[src/rtl/simple_mmap_axil_intr_slave.sv]
// AXI4-Lite slave with an edge-triggered interrupt controller (GIER/IER/ISR/IAR/IPR)
// and two scratch words; single-beat, no buffering, independent read/write channels.
module simple_mmap_axil_intr_slave #(
    parameter int C_S_AXI_DATA_WIDTH = 32,
    parameter int C_S_AXI_ADDR_WIDTH = 5,
    parameter int C_NUM_INTR         = 1,
    parameter int C_IRQ_ACTIVE_LEVEL = 1
) (
    input  logic                            ACLK,
    input  logic                            ARESETN,
    input  logic [C_S_AXI_ADDR_WIDTH-1:0]   S_AXI_AWADDR,
    input  logic [2:0]                      S_AXI_AWPROT,
    input  logic                            S_AXI_AWVALID,
    output logic                            S_AXI_AWREADY,
    input  logic [C_S_AXI_DATA_WIDTH-1:0]   S_AXI_WDATA,
    input  logic [C_S_AXI_DATA_WIDTH/8-1:0] S_AXI_WSTRB,
    input  logic                            S_AXI_WVALID,
    output logic                            S_AXI_WREADY,
    output logic [1:0]                      S_AXI_BRESP,
    output logic                            S_AXI_BVALID,
    input  logic                            S_AXI_BREADY,
    input  logic [C_S_AXI_ADDR_WIDTH-1:0]   S_AXI_ARADDR,
    input  logic [2:0]                      S_AXI_ARPROT,
    input  logic                            S_AXI_ARVALID,
    output logic                            S_AXI_ARREADY,
    output logic [C_S_AXI_DATA_WIDTH-1:0]   S_AXI_RDATA,
    output logic [1:0]                      S_AXI_RRESP,
    output logic                            S_AXI_RVALID,
    input  logic                            S_AXI_RREADY,
    input  logic [C_NUM_INTR-1:0]           intr_in,
    output logic                            irq
);

    localparam int DW = C_S_AXI_DATA_WIDTH;
    localparam int N  = C_NUM_INTR;

    logic          awready_q, awready_d, bvalid_q, bvalid_d;
    logic          arready_q, arready_d, rvalid_q, rvalid_d;
    logic [DW-1:0] rdata_q, rdata_d, rd_word;
    logic          gier_q, gier_d;
    logic [N-1:0]  ier_q, ier_d, isr_q, isr_d, intr_prev_q, intr_prev_d;
    logic          armed_q, armed_d, irq_active_q, irq_active_d;
    logic [DW-1:0] scratch0_q, scratch0_d, scratch1_q, scratch1_d;
    logic [DW-1:0] strb_mask;
    logic [N-1:0]  iar_clr, intr_rise;
    logic          wr_fire, rd_fire;
    logic          unused_ok;

    assign unused_ok = ^{S_AXI_AWPROT, S_AXI_ARPROT, S_AXI_AWADDR[1:0], S_AXI_ARADDR[1:0]};

    assign wr_fire   = awready_q & S_AXI_AWVALID & S_AXI_WVALID;
    assign rd_fire   = arready_q & S_AXI_ARVALID;
    // armed_q masks the first cycle out of reset so a source held high is not seen as an edge
    assign intr_rise = intr_in & ~intr_prev_q & {N{armed_q}};

    assign S_AXI_AWREADY = awready_q;
    assign S_AXI_WREADY  = awready_q;
    assign S_AXI_BVALID  = bvalid_q;
    assign S_AXI_BRESP   = 2'b00;
    assign S_AXI_ARREADY = arready_q;
    assign S_AXI_RVALID  = rvalid_q;
    assign S_AXI_RRESP   = 2'b00;
    assign S_AXI_RDATA   = rdata_q;
    assign irq = (C_IRQ_ACTIVE_LEVEL != 0) ? irq_active_q : ~irq_active_q;

    always_comb begin
        rd_word = '0;
        case (S_AXI_ARADDR[4:2])
            3'd0: rd_word[0]   = gier_q;
            3'd1: rd_word[N-1:0] = ier_q;
            3'd2: rd_word[N-1:0] = isr_q;
            3'd4: rd_word[N-1:0] = isr_q & ier_q;
            3'd5: rd_word      = scratch0_q;
            3'd6: rd_word      = scratch1_q;
            default: rd_word   = '0;
        endcase
    end

    always_comb begin
        strb_mask = '0;
        for (int unsigned i = 0; i < DW / 8; i++) begin
            strb_mask[8*i +: 8] = {8{S_AXI_WSTRB[i]}};
        end

        awready_d = ~awready_q & S_AXI_AWVALID & S_AXI_WVALID & ~bvalid_q;
        bvalid_d  = bvalid_q;
        if (wr_fire)           bvalid_d = 1'b1;
        else if (S_AXI_BREADY) bvalid_d = 1'b0;

        arready_d = ~arready_q & S_AXI_ARVALID & ~rvalid_q;
        rvalid_d  = rvalid_q;
        if (rd_fire)           rvalid_d = 1'b1;
        else if (S_AXI_RREADY) rvalid_d = 1'b0;
        rdata_d = rd_fire ? rd_word : rdata_q;

        gier_d     = gier_q;
        ier_d      = ier_q;
        scratch0_d = scratch0_q;
        scratch1_d = scratch1_q;
        iar_clr    = '0;
        if (wr_fire) begin
            case (S_AXI_AWADDR[4:2])
                3'd0: gier_d = (gier_q & ~strb_mask[0]) | (S_AXI_WDATA[0] & strb_mask[0]);
                3'd1: ier_d  = (ier_q & ~strb_mask[N-1:0]) | (S_AXI_WDATA[N-1:0] & strb_mask[N-1:0]);
                3'd3: iar_clr = S_AXI_WDATA[N-1:0] & strb_mask[N-1:0];
                3'd5: scratch0_d = (scratch0_q & ~strb_mask) | (S_AXI_WDATA & strb_mask);
                3'd6: scratch1_d = (scratch1_q & ~strb_mask) | (S_AXI_WDATA & strb_mask);
                default: ;
            endcase
        end

        // a new edge wins over a coincident clear
        isr_d        = (isr_q & ~iar_clr) | intr_rise;
        intr_prev_d  = intr_in;
        armed_d      = 1'b1;
        irq_active_d = gier_q & (|(isr_q & ier_q));
    end

    always_ff @(posedge ACLK) begin
        if (!ARESETN) begin
            awready_q    <= 1'b0;
            bvalid_q     <= 1'b0;
            arready_q    <= 1'b0;
            rvalid_q     <= 1'b0;
            rdata_q      <= '0;
            gier_q       <= 1'b0;
            ier_q        <= '0;
            isr_q        <= '0;
            intr_prev_q  <= '0;
            armed_q      <= 1'b0;
            irq_active_q <= 1'b0;
            scratch0_q   <= '0;
            scratch1_q   <= '0;
        end else begin
            awready_q    <= awready_d;
            bvalid_q     <= bvalid_d;
            arready_q    <= arready_d;
            rvalid_q     <= rvalid_d;
            rdata_q      <= rdata_d;
            gier_q       <= gier_d;
            ier_q        <= ier_d;
            isr_q        <= isr_d;
            intr_prev_q  <= intr_prev_d;
            armed_q      <= armed_d;
            irq_active_q <= irq_active_d;
            scratch0_q   <= scratch0_d;
            scratch1_q   <= scratch1_d;
        end
    end

endmodule

[config.mk]
export PLATFORM = sky130hd
export DESIGN_NAME = simple_mmap_axil_intr_slave
export DESIGN_NICKNAME = d
export VERILOG_FILES = /design/src/rtl/simple_mmap_axil_intr_slave.sv
export SDC_FILE = /design/constraint.sdc
export NUM_CORES = 1
export LEC_CHECK = 0
export ABC_AREA = 0
export ABC_CLOCK_PERIOD_IN_PS = 1500
export CAP_MARGIN = 25
export CORE_ASPECT_RATIO = 0.8
export CORE_MARGIN = 2
export CORE_UTILIZATION = 50
export CTS_CLUSTER_DIAMETER = 100
export DETAILED_ROUTE_END_ITERATION = 10
export GPL_TIMING_DRIVEN = 0
export MAX_ROUTING_LAYER = met4
export PLACE_DENSITY = 0.81
export SYNTH_ARGS = -nofsm -noshare
export SYNTH_HDL_FRONTEND = slang
export SYNTH_SLANG_ARGS = --single-unit
[constraint.sdc]
create_clock -name ACLK -period 1.5 [get_ports ACLK]
set_input_delay 0.3 -clock ACLK [delete_from_list [all_inputs] [get_ports ACLK]]
set_output_delay 0.3 -clock ACLK [all_outputs]
set_load 0.05 [all_outputs]
; Yosys cells after proc, flatten, opt, wreduce, memory -nomap -nowiden
; Index checks and enable logic that the tools add are counted.
[op_classes]
mux = 9
n_bitwise = 32
n_eq_ne = 9
reduce_logical = 8
[op_table]
columns = operator, count
row1 = AND 32 bit, 3
row2 = bitwise OR 32 bit, 2
row3 = case mux 31 bit (2 select lines), 1
row4 = inverter 32 bit, 1
row5 = AND 1 bit, 16
row6 = "== test 3 bit, second input constant", 5
row7 = AND reduction 2 bit, 4
row8 = 2-to-1 mux 1 bit, 7
row9 = inverter 1 bit, 7
row10 = "== test 3 x 1 -> 1 bit, second input constant", 2
row11 = "== test 3 x 2 -> 1 bit, second input constant", 2
row12 = zero test 3 bit, 2
row13 = case mux 1 bit (6 select lines), 1
row14 = nonzero test 2 bit, 2
row15 = bitwise OR 1 bit, 3
[totals]
register_bits = 106
input_bits = 60

; Logic depth before layout (Yosys ltp)
[logic_depth]
word_depth = 6
ltp_mapped = 6

; Least setup slack after synthesis
; OpenSTA, ideal clock, no wires.
[synth_path]
kind = register to register
startpoint = reg awready_q, in the netlist S_AXI_AWREADY
endpoint = reg (tool-made name)
required_ns = 1.379
setup_ns = 0.121
arrival_time_ns = 1.510
path_buffers = 2
synth_period_minus_slack_ns = 1.631
path_slack_ns = -0.131
stages_incl_launch_ff = 7
path_cell_list = dfxtp_1 -> and4_1 -> buf_6 -> nand3_4 -> buf_6 -> nand3_1 -> o21ai_0
[synth_lines]
columns = item, line
row1 = "start, declared", 37  ; logic awready_q, awready_d, bvalid_q, bvalid_d;
row2 = "start signal, assigned", 135  ; awready_q <= awready_d;

; Final worst setup path
[layout_path]
startpoint = reg irq_active_q, in the netlist irq
endpoint = out irq
[layout_lines]
columns = item, line
row1 = "start, declared", 42  ; logic armed_q, armed_d, irq_active_q, irq_active_d;
row2 = "start signal, assigned", 145  ; irq_active_q <= irq_active_d;
row3 = "end, declared", 31  ; output logic irq
; No word-level cell between the ends.

==> metrics.yaml <==
floorplan:
  io_pins: 102
  die_x_um: 108
  die-height_um: 87.3
  core_area_sq_um: 8450
  start_util: 0.513
  row_count: 30
  die_area_sq_um: 9430
cts:
  clock-sinks: 106
  cts_buffers: 9
  cts_tree: "built"
  cts_setup_buffers: 0
  root_buffer: "clkbuf_8"
  cts_buffer_depth: 2
  clk_pin_slew_ns: 0.10
  h-tree-depth: 3
  clk_latency_ns: 0.37
  hold_buffers: 0
drt:
  wl_met3_um: 600
  maxUsedRoutingLayer: "met4"
  totalWireLength_mm: 11.1
  route.met2.wl_mm: 5.40
  wl_per_cell_um: 16.6
  ant_nets: 0
  via_per_inst: 5.65
  vias: 3766
  drt_iter0_drc: 253
  drt-met1-wl_mm: 4.91
  firstDrtPassIters: 5
  drc: 0
worst_hold_path:
  hp-class: "in2reg"
timing:
  setup_viol: 0
  whs_ns: 0.361
  final_max_slew_viol_count: 0
  timing.fmax_ghz: 0.678
  clock_skew_ns: 0.00803
  post-route-period-util: 0.983
  final_hold_viol_count: 0
  period_needed_ns: 1.48
  rsz0062_at_grt: "no"
  setup_slack_ns: 0.0249
cells_and_area:
  layout-drive-gt1-share: 0.202
  design_area_sq_um: 5620
  final-instance-count-excl-fill: 667
  area_delta_synth_final_pct: 29.6
  antenna_cells: 0
  final_nets: 612
  fill_cells: 686
place:
  pre_cts_slack_ns: -0.471
  io_buffer_count: 87
  gp_congestion: 0.846
  dp.cells: 654
  placed_area_sq_um: 5360
  dp_hpwl_mm: 8.00
critical_path:
  cp-end-kind: "output pin"
  crit_required_ns: 1.20
  path_cells: "clkdlybuf4s15_1"
  start_kind: "flip-flop"
  path_buf_inv: 1
  crit_slowest_cell: "clkdlybuf4s15_1"
  path_max_fanout: 1
  critical-path-top-delay-family: "buffers and inverters"
  critPathArrivalTime_ns: 1.18
  cpPeakStageDelay_ns: 0.49
  crit_type: "reg2out"
power_and_ir_drop:
  p_switching_w: 0.00120
  p_leak_nw: 1.95
  p_seq_frac: 0.567
  combPwrFrac: 0.093
  p_clk_frac: 0.340
  p_int_w: 0.00379
  peakVddDrop_v: 0.000438
  swShare: 0.241
  pwr_density_cell_nw_per_um2: 888
synth:
  synthCells: 452
  synth_compound_area_frac: 0.210
  yosys_warnings: 0
  synth-seq-cells: 106
  synth_flop_cell: "dfxtp_1"
  syn_area_per_cell_sq_um: 9.59
  synth_top_family_by_area: "simple AND/OR/NAND/NOR gates"
  synthAdderAreaFrac: 0
  synthSimpleGateAreaFrac: 0.219
  synth.area.mux_share: 0.00693
  synth-edff-count: 0
  netlist_area_sq_um: 4330
  synth-xor-area-share: 0
  ys_types: 33
  async_reset_ff_frac: 0
  yosysSeqAreaShare: 0.490
global_route:
  grt_util_all_layers: 0.250
  antenna_found_initial: 0
  grt_overflow: 0
  grt_max_degree: 20
  grt_pass1_wl_mm: 17.7
  grt_pass1_vias: 3646
outcome:
  status: "completed"
job:
  maxCapViolations: 0
## layout make-up
| type | count | area [sq um] | area share |
|---|---|---|---|
| plain buffers | 43 | 343 | 0.0610 |
| clock buffers | 10 | 128 | 0.0227 |
| clock inverters | 4 | 53.8 | 0.00958 |
| inverters | 1 | 3.75 | 0.000668 |
| multi-input cells | 304 | 1900 | 0.339 |
| flip-flops and latches | 106 | 2120 | 0.378 |
| well taps | 112 | 140 | 0.0249 |
| repair buffers | 87 | 921 | 0.164 |
## power by group through the flow
| stage | sequential, W | clock [W] | combinational [W] |
|---|---|---|---|
| after detailed placement | 0.00290 | 0 | 0.000455 |
| after floorplan | 0.00291 | 0 | 0.000211 |
| final | 0.00283 | 0.00170 | 0.000463 |
| after global routing | 0.00283 | 0.00179 | 0.000490 |
| after CTS | 0.00283 | 0.00171 | 0.000456 |
| after global placement | 0.00289 | 0 | 0.000449 |
## worst paths after layout
kind                                   from                           to  slack (ns)  cells after the start
setup / recovery             irq$_SDFF_PN0_                          irq        0.02                      1
hold / removal              S_AXI_ARADDR[2]  S_AXI_RDATA[0]$_SDFFE_PN0P_        0.36                      4
hold reg to reg   S_AXI_BVALID$_SDFFE_PN0P_     S_AXI_AWREADY$_SDFF_PN0_        0.44                      1
setup reg to reg   S_AXI_AWREADY$_SDFF_PN0_                    flip-flop        0.17                      6
## routing by layer
metal	global-route usage	up-vias
met5	-	-
met4	0.0699	0
met3	0.0441	18
met2	0.412	131
met1	0.318	1791
li1	-	1826
## tightest hold or removal path, delay by kind of cell
family | cells | cell delay (ns)
compound gates | 2 | 0.14
buf+inv | 1 | 0.18
simple gates | 1 | 0.07
## synth_stat cells (7+ instances only)
master	count	area, sq um
nand2_1	35	131
o21ai_1	51	255
o21ai_0	15	75.1
buf_6	15	169
nor2b_1	36	225
clkbuf_1	8	30.0
buf_2	8	40.0
a22o_2	11	110
nand3_1	67	335
nand3_4	8	140
a22oi_1	31	233
dfxtp_1	106	2120
buf_1	7	26.3
a22o_1	21	184
## metrics by stage
step	TNS (ns)	total power [W]	util
final	0	0.00499	0.665
after detailed placement	-36.93	0.00335	0.634
after CTS	0	0.00500	0.661
after global routing	0	0.00511	0.665
after global placement	-32.80	0.00334	0.634
after floorplan	0	0.00312	-
## what timing repair did
item / in CTS / in global routing
endpoints found under the setup margin: 75 / 78
gates cloned: 0 / 0
gates resized for setup: 117 / 19
## logic make-up (layout without fill, tap and decap cells)
group	after synthesis	count (layout)
AO/OA/AOI/OAI	135	135
buffers and inverters	45	145
flip-flops	106	106
multiplexers	3	3
other	1	4
AND/OR/NAND/NOR	162	162
## cells in the final DEF (no fill, tap or decap), drive strengths merged
| cell type | instances |
|---|---|
| nor4bb | 1 |
| mux2i | 3 |
| o32ai | 1 |
| and2 | 2 |
| nor2 | 1 |
| and4 | 2 |
| a22o | 32 |
| inv | 2 |
| clkbuf | 26 |
| nand3 | 75 |
| o21ai | 66 |
| a221oi | 1 |
| bufinv | 1 |
| nor4 | 2 |
| a21oi | 1 |
| a22oi | 31 |
| clkinvlp | 2 |
| clkdlybuf4s15 | 37 |
| dlymetal6s2s | 3 |
| nand4b | 2 |
| dfxtp | 106 |
| a21boi | 2 |
| clkdlybuf4s50 | 46 |
| buf | 28 |
| and2b | 2 |
| nand2 | 35 |
| and3 | 1 |
| nand2b | 3 |
| o31ai | 1 |
| conb | 4 |
| nor2b | 36 |
Note: power is estimated with default switching activity, not from simulation.
